File: config.mk
export PLATFORM = sky130hd
export DESIGN_NAME = mem_dma
export DESIGN_NICKNAME = d
export VERILOG_FILES = /design/src/rtl/mem_dma_pkg.sv /design/src/rtl/mem_txn.sv /design/src/rtl/mem_dma.sv
export SDC_FILE = /design/constraint.sdc
export NUM_CORES = 1
export LEC_CHECK = 0
export BUFFER_PORTS_ARGS = -buffer_cell sky130_fd_sc_hd__buf_2
export CORE_MARGIN = 2
export CORE_UTILIZATION = 45
export DETAILED_ROUTE_END_ITERATION = 7
export GPL_TIMING_DRIVEN = 0
export MAX_ROUTING_LAYER = met4
export PLACE_DENSITY = 0.69
export SKIP_LAST_GASP = 1
export SLEW_MARGIN = 20
export SYNTH_ARGS = -nofsm -noshare
export SYNTH_HDL_FRONTEND = slang
export SYNTH_SLANG_ARGS = --single-unit
File: constraint.sdc
create_clock -name clk -period 5.2 [get_ports clk]
set_input_delay 0 -clock clk [delete_from_list [all_inputs] [get_ports clk]]
set_output_delay 0 -clock clk [all_outputs]
set_load 0.01 [all_outputs]
File: src/rtl/mem_dma_pkg.sv
// Shared types and memory-map constants for the mem_dma block-copy engine.
package mem_dma_pkg;

  localparam int ADDR_W_DEF = 27;
  localparam int LEN_W_DEF  = 16;

  localparam logic [26:0] SDRAM_BASE  = 27'h000000;
  localparam logic [26:0] SPI_BASE    = 27'h800000;
  localparam logic [26:0] VRAM32_BASE = 27'hC00000;
  localparam logic [26:0] VRAM8_BASE  = 27'hC00420;
  localparam logic [26:0] ROM_BASE    = 27'hC02422;
  localparam logic [26:0] IO_BASE     = 27'hC02622;

  typedef enum logic [2:0] {
    S_IDLE,
    S_RD_REQ,
    S_RD_WAIT,
    S_WR_REQ,
    S_WR_WAIT,
    S_DONE,
    S_ERR
  } state_t;

endpackage

File: src/rtl/mem_txn.sv
// One memory-unit start/busy handshake: decodes busy-seen / access-done and
// bounds the access with a cycle counter that restarts for every access.
module mem_txn #(
  parameter int TIMEOUT_CYCLES = 4096
) (
  input  logic        clk,
  input  logic        reset,
  input  logic        req_ph,
  input  logic        wait_ph,
  input  logic        mem_busy,
  input  logic [31:0] mem_q,
  output logic        busy_seen,
  output logic        done,
  output logic        timeout,
  output logic [31:0] q
);

  localparam int CW = $clog2(TIMEOUT_CYCLES + 1);

  logic          active;
  logic [CW-1:0] cnt_q, cnt_d;

  assign active    = req_ph | wait_ph;
  assign busy_seen = req_ph & mem_busy;
  assign done      = wait_ph & ~mem_busy;
  assign q         = mem_q;
  // Completion on the final allowed cycle wins over the abort.
  assign timeout   = active & ~done & (cnt_q == CW'(TIMEOUT_CYCLES - 1));

  always_comb begin
    cnt_d = cnt_q;
    if (!active || done) cnt_d = '0;
    else                 cnt_d = cnt_q + CW'(1);
  end

  always_ff @(posedge clk or negedge reset) begin
    if (!reset) cnt_q <= '0;
    else        cnt_q <= cnt_d;
  end

endmodule

File: src/rtl/mem_dma.sv
// Word-by-word block copy master for the memory-unit CPU port.
// Define MEM_DMA_FILL_EN to enable pattern-fill jobs (cfg_fill_mode=1).
module mem_dma
  import mem_dma_pkg::*;
#(
  parameter int ADDR_W         = ADDR_W_DEF,
  parameter int LEN_W          = LEN_W_DEF,
  parameter int TIMEOUT_CYCLES = 4096
) (
  input  logic              clk,
  input  logic              reset,
  input  logic [ADDR_W-1:0] cfg_src,
  input  logic [ADDR_W-1:0] cfg_dst,
  input  logic [LEN_W-1:0]  cfg_len,
  input  logic [31:0]       cfg_fill,
  input  logic              cfg_fill_mode,
  input  logic              go,
  output logic              dma_busy,
  output logic              dma_done,
  output logic              dma_err,
  output logic [LEN_W-1:0]  words_done,
  output logic [ADDR_W-1:0] mem_address,
  output logic [31:0]       mem_data,
  output logic              mem_we,
  output logic              mem_start,
  input  logic              mem_busy,
  input  logic [31:0]       mem_q,
  input  logic              mem_init_done
);

`ifdef MEM_DMA_FILL_EN
  localparam bit FILL_EN = 1'b1;
`else
  localparam bit FILL_EN = 1'b0;
`endif

  state_t            state_q;
  logic [ADDR_W-1:0] src_q, dst_q, addr_q;
  logic [LEN_W-1:0]  len_q, words_q;
  logic [31:0]       data_q;
  logic              fill_q, busy_q, done_q, err_q, we_q, start_q;

  logic        req_ph, wait_ph, busy_seen, txn_done, txn_timeout;
  logic [31:0] txn_q;

  assign req_ph  = (state_q == S_RD_REQ)  || (state_q == S_WR_REQ);
  assign wait_ph = (state_q == S_RD_WAIT) || (state_q == S_WR_WAIT);

  mem_txn #(.TIMEOUT_CYCLES(TIMEOUT_CYCLES)) u_txn (
    .clk       (clk),
    .reset     (reset),
    .req_ph    (req_ph),
    .wait_ph   (wait_ph),
    .mem_busy  (mem_busy),
    .mem_q     (mem_q),
    .busy_seen (busy_seen),
    .done      (txn_done),
    .timeout   (txn_timeout),
    .q         (txn_q)
  );

  always_ff @(posedge clk or negedge reset) begin
    if (!reset) begin
      state_q <= S_IDLE;
      src_q   <= '0;
      dst_q   <= '0;
      addr_q  <= '0;
      len_q   <= '0;
      words_q <= '0;
      data_q  <= '0;
      fill_q  <= 1'b0;
      busy_q  <= 1'b0;
      done_q  <= 1'b0;
      err_q   <= 1'b0;
      we_q    <= 1'b0;
      start_q <= 1'b0;
    end else begin
      done_q <= 1'b0;
      unique case (state_q)
        S_IDLE: begin
          if (go && mem_init_done && !mem_busy) begin
            src_q   <= cfg_src;
            dst_q   <= cfg_dst;
            len_q   <= cfg_len;
            fill_q  <= FILL_EN && cfg_fill_mode;
            err_q   <= 1'b0;
            words_q <= '0;
            if (cfg_len == '0) begin
              state_q <= S_DONE;
              done_q  <= 1'b1;
            end else if (FILL_EN && cfg_fill_mode) begin
              state_q <= S_WR_REQ;
              busy_q  <= 1'b1;
              start_q <= 1'b1;
              we_q    <= 1'b1;
              addr_q  <= cfg_dst;
              data_q  <= cfg_fill;
            end else begin
              state_q <= S_RD_REQ;
              busy_q  <= 1'b1;
              start_q <= 1'b1;
              addr_q  <= cfg_src;
            end
          end
        end
        // start was dropped on the previous access's busy-low edge; re-raise here.
        S_RD_REQ, S_WR_REQ: begin
          start_q <= 1'b1;
          if (busy_seen)
            state_q <= (state_q == S_RD_REQ) ? S_RD_WAIT : S_WR_WAIT;
        end
        S_RD_WAIT: begin
          if (txn_done) begin
            start_q <= 1'b0;
            we_q    <= 1'b1;
            addr_q  <= dst_q;
            data_q  <= txn_q;
            state_q <= S_WR_REQ;
          end
        end
        S_WR_WAIT: begin
          if (txn_done) begin
            start_q <= 1'b0;
            words_q <= words_q + LEN_W'(1);
            src_q   <= src_q + ADDR_W'(1);
            dst_q   <= dst_q + ADDR_W'(1);
            len_q   <= len_q - LEN_W'(1);
            if (len_q == LEN_W'(1)) begin
              state_q <= S_DONE;
              done_q  <= 1'b1;
              busy_q  <= 1'b0;
              we_q    <= 1'b0;
              addr_q  <= '0;
              data_q  <= '0;
            end else if (fill_q) begin
              state_q <= S_WR_REQ;
              addr_q  <= dst_q + ADDR_W'(1);
            end else begin
              state_q <= S_RD_REQ;
              we_q    <= 1'b0;
              addr_q  <= src_q + ADDR_W'(1);
              data_q  <= '0;
            end
          end
        end
        S_DONE, S_ERR: state_q <= S_IDLE;
        default:       state_q <= S_IDLE;
      endcase

      if (txn_timeout) begin
        state_q <= S_ERR;
        start_q <= 1'b0;
        we_q    <= 1'b0;
        addr_q  <= '0;
        data_q  <= '0;
        busy_q  <= 1'b0;
        err_q   <= 1'b1;
        done_q  <= 1'b1;
      end
    end
  end

  assign dma_busy    = busy_q;
  assign dma_done    = done_q;
  assign dma_err     = err_q;
  assign words_done  = words_q;
  assign mem_address = addr_q;
  assign mem_data    = data_q;
  assign mem_we      = we_q;
  assign mem_start   = start_q;

endmodule

==> qor.txt <==
=======================================================================================
Largest net degree at the start of global routing ........................           85
Worst path slowest cell .................................................. sky130_fd_sc_hd__clkbuf_1
Area of the core region ..................................................  19500 sq um
Class of the most critical setup path .................................... flop to flop
Kind of start point of the critical path .................................         flop
Largest fanout on the critical path ......................................           10
Largest clock skew in the final design ...................................    0.0115 ns
Count of antenna diodes in the layout ....................................            0
Register share of total power ............................................        41.4%
Max-cap violation count ..................................................            0
YS warnings ..............................................................            0
Slew headroom ............................................................        18.6%
Max clock buf depth ......................................................            2
Number of violations reported at the end of detailed-routing iteration 0 .         1106
Mean post-synth cell area ................................................   9.16 sq um
Final TNS setup ..........................................................         0 ns
Final worst setup slack ..................................................      2.28 ns
Number of ports placed on the die boundary ...............................          220
Post-route antenna net violation count ...................................            0
CTS tree .................................................................        built
Data required time of the critical path ..................................      5.51 ns
Count of cell instances traversed by the critical path ...................            7
Slew at the pin with the worst max-slew slack ............................      1.21 ns
Fraction of final layout cells sized beyond drive strength 1 .............        20.8%
Post-route worst hold slack ..............................................    0.0139 ns
DRC Markers ..............................................................            0
Fin nets .................................................................         1428
Met3 WL ..................................................................      2660 um
Type of the tightest min-delay check ..................................... input port to flop
TritonCTS Sinks ..........................................................          166
Die area .................................................................  21000 sq um
Final weighted congestion of routability-driven global placement .........        0.933
Worst-skew pair later-pin latency ........................................      0.45 ns
Met2 routed wirelength ...................................................     14700 um
Post-route core utilization ..............................................        60.8%
Critical Path AT .........................................................      3.22 ns
Top_reg_cell synth ....................................................... sky130_fd_sc_hd__dfrtp_1
Number of pins with negative max-slew slack in the final report ..........            0
Cells taking the most area after synthesis ............................... sky130_fd_sc_hd__dfrtp_1 (46%), sky130_fd_sc_hd__o21ai_0 (5.5%), sky130_fd_sc_hd__a21oi_1 (4.0%)
Number of antenna violations at the first check in global routing ........            0
Internal portion of total power ..........................................      3.31 mW
Pwr/cell area ............................................................  478 nW/um^2
Number of iterations in the first detailed-routing pass ..................            8
Post-layout min period ...................................................      2.92 ns
Worst Hold Path Cells ....................................................            5
Achievable frequency .....................................................    0.343 GHz
Count of fill cells added during filler insertion ........................         1681
Placement Rows ...........................................................           51
Leakage Power ............................................................      5.19 nW
Area delta synth->final ..................................................        32.2%
Place WS .................................................................      2.41 ns
Period utilisation layout ................................................        56.1%
Syn Inst Count ...........................................................          976
Number of enable flip-flop cells after synthesis .........................            0
Die boundary width .......................................................       145 um
CP Buf/Inv Count .........................................................            4
Overflow left after global routing .......................................            0
Dominant cell by count in the synthesized netlist ........................ sky130_fd_sc_hd__dfrtp_1
Count of endpoints failing setup in the final report .....................            0
Cell type group with the largest total delay on the critical path ........ buffers and inverters
Most used cell, CP ....................................................... sky130_fd_sc_hd__clkbuf_1
Post-Route WL ............................................................     31400 um
Sum of net half-perimeters after detailed placement ......................     21300 um
Inserted Clock Buffers ...................................................           17
Number of hold-slack violations in the final timing report ...............            0
Proportion of power drawn by combinational gates .........................        36.2%
Outcome .................................................................. finished clean
Delay of the slowest cell on the worst path ..............................      0.57 ns
Worst reg-to-reg path cell count .........................................            7
Endpoint class of the critical path ......................................         flop
Largest area contributor in the netlist .................................. sky130_fd_sc_hd__dfrtp_1
Unrepaired setup endpoints after global routing ..........................        false
Yosys top cell area share ................................................        46.4%
Avg Vias per Cell ........................................................         6.00
Async set or reset register ratio after synthesis ........................         100%
IR Drop Worst-Case VDD ...................................................       272 uV
Total net switching power ................................................      2.35 mW
Distinct cell type count of the synthesized netlist ......................           69
Port buffer count ........................................................          186
Overall fraction of global-route tracks in use ...........................        30.9%
Highest routing layer actually used ......................................         met4
Clock network fraction of design power ...................................        22.4%
Post-synth design cell area ..............................................   8940 sq um
Cell-by-cell trace of the critical path .................................. buf_6, nor3_4, o21a_1, clkbuf_1, clkbuf_1, buf_2, a21oi_1
H-tree depth .............................................................            4
Effective utilization at floorplan .......................................        46.0%
Sw frac ..................................................................        41.5%
Clock transition at the registers of the reported paths ..................      0.07 ns
Most common library cells after synthesis ................................ sky130_fd_sc_hd__dfrtp_1 (166), sky130_fd_sc_hd__o21ai_0 (99), sky130_fd_sc_hd__nor2_1 (83)
Portion of the post-synthesis area used by sequential elements ...........        46.4%
Total nets after synthesis ...............................................         1122
Root Buffer Master ....................................................... sky130_fd_sc_hd__clkbuf_16
Detailed-route wire length per cell ......................................      20.1 um
Vertical extent of the die ...............................................       145 um
Synthesis-stage register bit count .......................................          166
WL met1 ..................................................................     13000 um
Resized Gates After CTS ..................................................            0
Number of global-route vias before repair ................................         9070
Cell area after placement ................................................  10200 sq um
Cell area after layout ...................................................  11800 sq um
Global-route wire length before repair ...................................     49900 um
Total number of vias .....................................................         9356
=======================================================================================
layout by cell type (no fill, tap or decap), types with 22 or more instances in the layout:
| cell | synthesis | final |
|---|---|---|
| sky130_fd_sc_hd__a21oi_1 | 71 | 71 |
| sky130_fd_sc_hd__a22o_1 | 34 | 34 |
| sky130_fd_sc_hd__buf_2 | 18 | 203 |
| sky130_fd_sc_hd__clkbuf_1 | 41 | 41 |
| sky130_fd_sc_hd__dfrtp_1 | 166 | 166 |
| sky130_fd_sc_hd__dlygate4sd3_1 | 0 | 100 |
| sky130_fd_sc_hd__nand2_1 | 78 | 78 |
| sky130_fd_sc_hd__nand3_1 | 61 | 61 |
| sky130_fd_sc_hd__nand4_1 | 23 | 23 |
| sky130_fd_sc_hd__nor2_1 | 83 | 83 |
| sky130_fd_sc_hd__nor3_1 | 27 | 27 |
| sky130_fd_sc_hd__o21ai_0 | 99 | 99 |
| sky130_fd_sc_hd__xnor2_1 | 22 | 22 |
| sky130_fd_sc_hd__xor2_1 | 25 | 25 |
routing by layer:
| layer | up-vias | global-route usage, % |
|---|---|---|
| li1 | 4264 | - |
| met1 | 4520 | 41.1 |
| met2 | 484 | 47.9 |
| met3 | 88 | 4.94 |
| met4 | 0 | 11.7 |
| met5 | - | - |
timing repair:
item                      CTS  global route
hold endpoints to repair  195             0
hold buffers              100             0
setup buffers               0             0
final timing paths:
kind	to	from	slack, ns
min in group asynchronous	mem_data[22]	reset	0.11
setup reg to reg	dst_q[16]	state_q[1]	2.28
hold / removal	dma_busy	mem_busy	0.01
max in group asynchronous	len_q[14]	reset	4.21
setup / recovery	dst_q[16]	state_q[1]	2.28
hold reg to reg	mem_we	mem_we	0.48
power groups by stage:
stage                     registers [mW]  clock network [mW]  logic (mW)
after floorplan                     2.30                   0        1.18
after global placement              2.31                   0        1.91
after detailed placement            2.33                   0        1.95
after CTS                           2.31                1.28        2.02
after global routing                2.41                1.34        2.25
final                               2.34                1.27        2.05
kinds of logic after synthesis:
| kind of cell | count (synthesis) | share of synthesized area (%) |
|---|---|---|
| DFF | 166 | 46.4 |
| buffers and inverters | 88 | 4.21 |
| xor gates and xnor gates | 47 | 4.60 |
| AOI/OAI and AO/OA | 306 | 22.2 |
| and+or+nand+nor | 361 | 21.4 |
| muxes | 2 | 0.238 |
| adders and majority gates | 6 | 0.839 |
layout make-up:
| class | instances | area (sq um) | area share [%] |
|---|---|---|---|
| timing repair buffer | 287 | 1970 | 16.7 |
| inverter | 20 | 75.1 | 0.635 |
| tap | 265 | 332 | 2.80 |
| buffer | 68 | 302 | 2.55 |
| clock inverter | 15 | 158 | 1.33 |
| multi-input combinational | 722 | 4410 | 37.3 |
| sequential | 166 | 4150 | 35.1 |
| clock buffer | 17 | 425 | 3.60 |
flip-flops by register name, indices dropped and copies added, names as in the netlist:
signal,flops
mem_address,27
words_done,16
dma_busy,1
mem_start,1
len_q,16
dst_q,27
u_txn.cnt_q,13
mem_we,1
dma_done,1
state_q,3
mem_data,32
src_q,27
dma_err,1
stage by stage:
step / cells / power (mW)
floorplan: 976 / 3.48
global placement: 1427 / 4.23
detailed placement: 1428 / 4.28
CTS: 1560 / 5.60
global route: 1560 / 6.00
finish: 1560 / 5.66
worst min-delay path, delay by kind of cell:
family / cells / cell delay, ns
compound gates: 1 / 0.08
simple gates: 3 / 0.21
buf+inv: 1 / 0.12
Note: power is estimated with default switching activity, not from simulation.
